`config.mk`:
```
export PLATFORM = sky130hd
export DESIGN_NAME = wb_regfile
export DESIGN_NICKNAME = d
export VERILOG_FILES = /design/src/rtl/wb_regfile_pkg.sv /design/src/rtl/wb_regfile_reg_array.sv /design/src/rtl/wb_regfile.sv
export SDC_FILE = /design/constraint.sdc
export NUM_CORES = 2
export LEC_CHECK = 0
export ABC_AREA = 0
export CORE_ASPECT_RATIO = 1.25
export CORE_MARGIN = 3
export CORE_UTILIZATION = 45
export CTS_CLUSTER_SIZE = 28
export DETAILED_ROUTE_END_ITERATION = 12
export HOLD_SLACK_MARGIN = 0.05
export SLEW_MARGIN = 5
export SYNTH_ARGS = -nofsm -noshare
export SYNTH_HDL_FRONTEND = slang
export SYNTH_SLANG_ARGS = --single-unit
```
`constraint.sdc`:
```
create_clock -name clk -period 8.7 [get_ports clk]
set_input_delay 1.305 -clock clk [delete_from_list [all_inputs] [get_ports clk]]
set_output_delay 1.305 -clock clk [all_outputs]
set_load 0.005 [all_outputs]
```
`src/rtl/wb_regfile_pkg.sv`:
```
// -----------------------------------------------------------------------------
// wb_regfile_pkg
//   Shared definitions for the write-back stage and its register file:
//   default bus widths, the zero-register index and the read-source
//   classification used by both combinational read ports.
// -----------------------------------------------------------------------------
package wb_regfile_pkg;

  // Default geometry of the architectural register file.
  localparam int DATA_W       = 32;  // register data bus width
  localparam int ADDR_W       = 5;   // register address bus width
  localparam int REG_NUM      = 32;  // number of architectural registers
  localparam int CNT_W        = 32;  // commit counter width
  localparam int ZERO_REG_IDX = 0;   // hard-wired zero register index
  localparam bit TRUE         = 1'b1;

  // Where a read port takes its value from.
  typedef enum logic [1:0] {
    RD_ZERO,    // hard-wired zero register
    RD_BYPASS,  // value being written back this cycle
    RD_STORE    // value held in the register array
  } rd_src_e;

  // Priority: zero register, then same-cycle write, then storage.
  function automatic rd_src_e read_src(input logic addr_is_zero_reg,
                                       input logic we,
                                       input logic addr_hits_des);
    if (addr_is_zero_reg)        return RD_ZERO;
    else if (we && addr_hits_des) return RD_BYPASS;
    else                          return RD_STORE;
  endfunction

endpackage

```
`src/rtl/wb_regfile_reg_array.sv`:
```
// -----------------------------------------------------------------------------
// wb_regfile_reg_array
//   RegNum x DataW register storage with a synchronous reset, one write port
//   and two raw asynchronous read ports. No bypass or zero-register logic
//   lives here; the raw stored value is always returned.
//
// Ports
//   clk      in   clock, writes and reset on posedge
//   rst      in   synchronous active-high reset, clears every entry
//   we       in   write enable
//   waddr    in   write address
//   wdata    in   write data
//   raddr_a  in   read port A address
//   raddr_b  in   read port B address
//   rdata_a  out  read port A raw data
//   rdata_b  out  read port B raw data
// -----------------------------------------------------------------------------
module wb_regfile_reg_array
  import wb_regfile_pkg::*;
#(
  parameter int DataW  = DATA_W,
  parameter int AddrW  = ADDR_W,
  parameter int RegNum = REG_NUM
) (
  input  logic             clk,
  input  logic             rst,
  input  logic             we,
  input  logic [AddrW-1:0] waddr,
  input  logic [DataW-1:0] wdata,
  input  logic [AddrW-1:0] raddr_a,
  input  logic [AddrW-1:0] raddr_b,
  output logic [DataW-1:0] rdata_a,
  output logic [DataW-1:0] rdata_b
);

  logic [DataW-1:0] mem [RegNum];

  // Addresses beyond RegNum (when RegNum < 2**AddrW) neither write nor read.
  logic waddr_ok;
  logic raddr_a_ok;
  logic raddr_b_ok;

  assign waddr_ok   = int'(waddr)   < RegNum;
  assign raddr_a_ok = int'(raddr_a) < RegNum;
  assign raddr_b_ok = int'(raddr_b) < RegNum;

  // NOTE: this storage is deliberately reset, because the architecture
  // guarantees every register reads 0 after reset; that costs a reset net on
  // every flop, so do not copy the pattern into plain data RAMs.
  always_ff @(posedge clk) begin
    if (rst) begin
      for (int i = 0; i < RegNum; i++) begin
        // NOTE: state elements use non-blocking assignments so every flop
        // samples pre-edge values regardless of statement order.
        mem[i] <= '0;
      end
    end else if (we && waddr_ok) begin
      mem[waddr] <= wdata;
    end
  end

  assign rdata_a = raddr_a_ok ? mem[raddr_a] : '0;
  assign rdata_b = raddr_b_ok ? mem[raddr_b] : '0;

endmodule

```
`src/rtl/wb_regfile.sv`:
```
// -----------------------------------------------------------------------------
// wb_regfile
//   Write-back stage plus architectural register file. Selects the
//   write-back value from the registered MEM outputs, commits it to the
//   register array, serves two combinational ID read ports with a
//   write-first bypass, exports the write-back bundle to the forwarding unit
//   and counts committed writes.
//
// Ports
//   clk             in   clock, all state updates on posedge
//   rst             in   synchronous active-high reset
//   w_write_reg_i   in   write-reg flag from MEM
//   w_mem_to_reg_i  in   1 = load data, 0 = ALU result
//   data_from_mem   in   load data from MEM
//   alu_result_i    in   ALU result from MEM
//   w_des_r_i       in   destination register
//   rs_addr         in   read port A address
//   rt_addr         in   read port B address
//   rs_data         out  read port A data
//   rt_data         out  read port B data
//   wb_write_reg_o  out  effective write enable, for forwarding
//   wb_des_r_o      out  write-back destination, for forwarding
//   wb_data_o       out  selected write-back value, for forwarding
//   commit_cnt      out  number of committed register writes (wraps)
// -----------------------------------------------------------------------------
module wb_regfile
  import wb_regfile_pkg::*;
#(
  parameter int DataW   = DATA_W,
  parameter int AddrW   = ADDR_W,
  parameter int RegNum  = REG_NUM,
  parameter bit ZeroReg = TRUE,
  parameter int CntW    = CNT_W
) (
  input  logic             clk,
  input  logic             rst,
  input  logic             w_write_reg_i,
  input  logic             w_mem_to_reg_i,
  input  logic [DataW-1:0] data_from_mem,
  input  logic [DataW-1:0] alu_result_i,
  input  logic [AddrW-1:0] w_des_r_i,
  input  logic [AddrW-1:0] rs_addr,
  input  logic [AddrW-1:0] rt_addr,
  output logic [DataW-1:0] rs_data,
  output logic [DataW-1:0] rt_data,
  output logic             wb_write_reg_o,
  output logic [AddrW-1:0] wb_des_r_o,
  output logic [DataW-1:0] wb_data_o,
  output logic [CntW-1:0]  commit_cnt
);

  localparam logic [AddrW-1:0] ZeroAddr = AddrW'(ZERO_REG_IDX);

  logic             we;
  logic             des_is_zero_reg;
  logic [DataW-1:0] wb_data;
  logic [DataW-1:0] raw_rs;
  logic [DataW-1:0] raw_rt;
  logic [CntW-1:0]  cnt_q;

  // ---------------------------------------------------------------------------
  // Write-back selection and effective write enable
  // ---------------------------------------------------------------------------
  assign wb_data = w_mem_to_reg_i ? data_from_mem : alu_result_i;

  assign des_is_zero_reg = (ZeroReg == TRUE) && (w_des_r_i == ZeroAddr);

  // Reset masks the write so a write pending at the reset edge is neither
  // bypassed, stored nor counted.
  assign we = w_write_reg_i & ~rst & ~des_is_zero_reg;

  assign wb_data_o      = wb_data;
  assign wb_des_r_o     = w_des_r_i;
  assign wb_write_reg_o = we;

  // ---------------------------------------------------------------------------
  // Storage
  // ---------------------------------------------------------------------------
  wb_regfile_reg_array #(
    .DataW  (DataW),
    .AddrW  (AddrW),
    .RegNum (RegNum)
  ) u_reg_array (
    .clk     (clk),
    .rst     (rst),
    .we      (we),
    .waddr   (w_des_r_i),
    .wdata   (wb_data),
    .raddr_a (rs_addr),
    .raddr_b (rt_addr),
    .rdata_a (raw_rs),
    .rdata_b (raw_rt)
  );

  // ---------------------------------------------------------------------------
  // Read ports: zero register, then write-first bypass, then storage.
  // Each port resolves independently, so both may bypass at once.
  // ---------------------------------------------------------------------------
  function automatic logic [DataW-1:0] resolve_read(input logic [AddrW-1:0] addr,
                                                    input logic [DataW-1:0] raw);
    rd_src_e src;
    src = read_src((ZeroReg == TRUE) && (addr == ZeroAddr), we, addr == w_des_r_i);
    case (src)
      RD_ZERO:   return '0;
      RD_BYPASS: return wb_data;
      default:   return raw;
    endcase
  endfunction

  always_comb begin
    // NOTE: every always_comb output gets an unconditional assignment on every
    // path; a path that skips one would infer a latch.
    rs_data = resolve_read(rs_addr, raw_rs);
    rt_data = resolve_read(rt_addr, raw_rt);
  end

  // ---------------------------------------------------------------------------
  // Commit counter: wraps naturally at 2**CntW.
  // ---------------------------------------------------------------------------
  always_ff @(posedge clk) begin
    if (rst) begin
      cnt_q <= '0;
    end else if (we) begin
      cnt_q <= cnt_q + CntW'(1);
    end
  end

  assign commit_cnt = cnt_q;

endmodule

```
==> metrics.cfg <==
[status]
status=finished, final reports clean

[yosys]
synth_top_family_by_area=multiplexers
synth_compound_area_frac=0.0634
syn_area_mm2=0.0551
synth_simple_gate_area_frac=0.102
ys_types=64
synth_cells=4161
yosysSeqAreaShare=0.569
synth_warnings=0
ys.flop_type=edfxtp_1
synth_area_per_cell_um2=13.3
synth-seq-cells=1056
synth_fa_ha_area_frac=0.000227
ys_async_sr_fraction=0
yosysTopAreaCellShare=0.558
synth_area_leaders=edfxtp_1, mux4_2, nor2_1, mux2i_1, clkbuf_1
muxShareOfSynthArea=0.223
yosys.area.top_type=edfxtp_1
synth_xor_area_frac=0.00508
synth_edf_count=1024

[drt]
num_vias=39000
drtIter0Drc=4967
drc=0
drtPass1Iterations=6
wire_per_inst_um=33.8
via_per_inst=6.61
wl_um=199000
drtAntennaViolNets=0

[floorplanning]
fp.dieH_um=397
num_rows=142
die_w_um=319
io_pins=217
start_util=0.456
die-area_mm2=0.127
core_area_mm2=0.121

[setup_path]
required_ps=7390
reg2reg_depth=5
crit_slowest_cell=clkdlybuf4s50_1
endpoint_kind=output port
path_class=input port to output port
worstPathMaxFanout=27
cpMostUsedCell=clkdlybuf4s50_1
cp-start-kind=input port
path_cells=clkdlybuf4s50_1 > xor2_1 > nor4_1 > nand2_2 > nand2_1 > o21ai_0 > clkdlybuf4s50_1
arrival_ps=5780
slowest_delay_ps=910

[final_layout]
multi_input_area_mm2=0.0224
layout-drive-gt1-share=0.192
seq_area_mm2=0.0314
fill_cells=10300
nets=4307
final_area_mm2=0.0627
area_growth_pct=13.8

[clocking]
clock_latency_ps=710
h-tree-depth=3
cts.clk_slew.worst_paths_ps=60
numCtsBuffers=106
cts_max_path_buffers=3
root_buffer=clkbuf_16
cts_tree=done
numClockSinks=1056
postCtsHoldBufs=0
cts-resized-gates=0
post_cts_buffers=0

[grt]
grt_max_degree=116
antenna_found_initial=6
gr-usage-all-layers=0.311
grt_pass1_wl_um=282000
grt-ovfl-total=0
grt_pass1_vias=38900

[timing]
period_share=0.815
timing.fmax_ghz=0.141
worst_pin_slew_ps=1290
finalSetupViolCount=0
relSlewSlack=0.119
fin_tns_setup_ps=0
rsz0062_at_grt=no
skew_ps=7.68
fin_crit_ps=7090
slew_viol_final=0
finalHoldViolCount=0

[place]
hpwlAfterDp_um=115000
portBuffers=216
place.gp.congestion=0.846
dpl-instance-area_mm2=0.0593

[flow_run]
maxCapViolCount=0

[worst_hold_path]
worstHoldPathCells=2
hold_class=register to register

[pwr]
power_density_mw_per_mm2=197
leakage_uw=0.0220
vdd_ir_drop_max_v=0.000155

-- flip-flops by register name, summed over array words and instances, names as in the netlist --
register         flops
u_reg_array.mem   1024
commit_cnt          32
-- synth_stat cells (all sizes together), types with 6 or more instances --
library cell and n:
o31ai 6, nor2 1061, mux2i 335, xor2 18, a22o 10, mux4 385
clkbuf 311, edfxtp 1024, nand4 9, a22oi 44, a221oi 90, or3 8
o22ai 9, nand3 30, a221o 8, o21a 38, o21ai 35, and2 8
nor4 6, and4 7, nor2b 13, a21oi 83, o32a 6, a211oi 14
dfxtp 32, or2 6, a32oi 33, inv 40, o211ai 23, xnor2 14
nand2 153, o221ai 50, nand2b 50, nor3 16, buf 122, mux2 22
-- logic make-up (layout without fill, tap and decap cells) --
logic type	after synthesis	count (layout)
other	1	34
multiplexers	742	742
adder cells (fa/ha/maj)	1	1
AO/OA/AOI/OAI	469	469
buffers and inverters	475	593
flip-flops	1056	1056
AND/OR/NAND/NOR	1385	1385
XOR/XNOR	32	32
-- layout by cell type, fill, tap and decap left out, drive strengths merged, types with 9 or more instances in the layout --
master and count:
nor2 1061, inv 41, a211oi 14, o22ai 9, nand4 9, mux2 22, xnor2 14, o221ai 50
dfxtp 32, nand2b 50, nand2 153, xor2 18, nor2b 13, a32oi 33, mux4 385, nand3 30
clkinv 35, a221oi 90, mux2i 335, a22oi 44, edfxtp 1024, clkdlybuf4s50 206, o21a 38, conb 32
nor3 16, buf 150, o21ai 35, a21oi 83, clkbuf 148, o211ai 23, a22o 10
-- worst paths after layout --
kind,slack (ps),from,endpoint
worst min-delay path,510,commit_cnt[30]$_SDFFE_PP0P_,commit_cnt[30]$_SDFFE_PP0P_
worst min register to register,510,commit_cnt[30]$_SDFFE_PP0P_,commit_cnt[30]$_SDFFE_PP0P_
worst max register to register,6360,commit_cnt[3]$_SDFFE_PP0P_,commit_cnt[26]$_SDFFE_PP0P_
worst max-delay path,1610,rt_addr[4],rt_data[7]
-- layout make-up --
type,count,share of cell area
Antenna cell,2,0.0000798
Clock buffer,147,0.0474
Clock inverter,48,0.00698
Inverter,41,0.00245
Multi-Input combinational cell,2661,0.358
Sequential cell,1056,0.500
Tap cell,1584,0.0316
Timing Repair Buffer,357,0.0537
-- metrics by stage --
stage               instances  utilization  total power [µW]  hold slack, ps  setup slack, ps
finish                   5896        0.519             12400             505             1610
global placement         5698        0.491              7790             490             1910
floorplan                4192            -              7050             477             4320
detailed placement       5698        0.491              7820             493             1820
global route             5894        0.519             12700             565             1610
CTS                      5893        0.519             12300             508             1800
-- per-layer routing --
| layer | GRT usage | wire length (µm) | up-vias |
|---|---|---|---|
| met1 | 0.401 | 72400 | 20000 |
| li1 | - | - | 15900 |
| met2 | 0.495 | 93200 | 2530 |
| met4 | 0.156 | 11100 | 4 |
| met3 | 0.0735 | 22600 | 530 |
| met5 | 0 | 27 | - |
-- report_power, final --
group          total, µW  switching, µW  leakage, µW  internal [µW]
combinational       1770           1060       0.0104            710
sequential          5980            135       0.0100           5850
clock               4610           1990      0.00167           2610
total              12400           3190       0.0220           9170
-- critical path, delay by kind of cell --
family,cells,cell delay (ps)
xor gates and xnor gates,1,330
and+or+nand+nor,3,2340
AOI/OAI and AO/OA,1,340
buffers and inverters,2,1460
(Power assumes the default switching activity.)
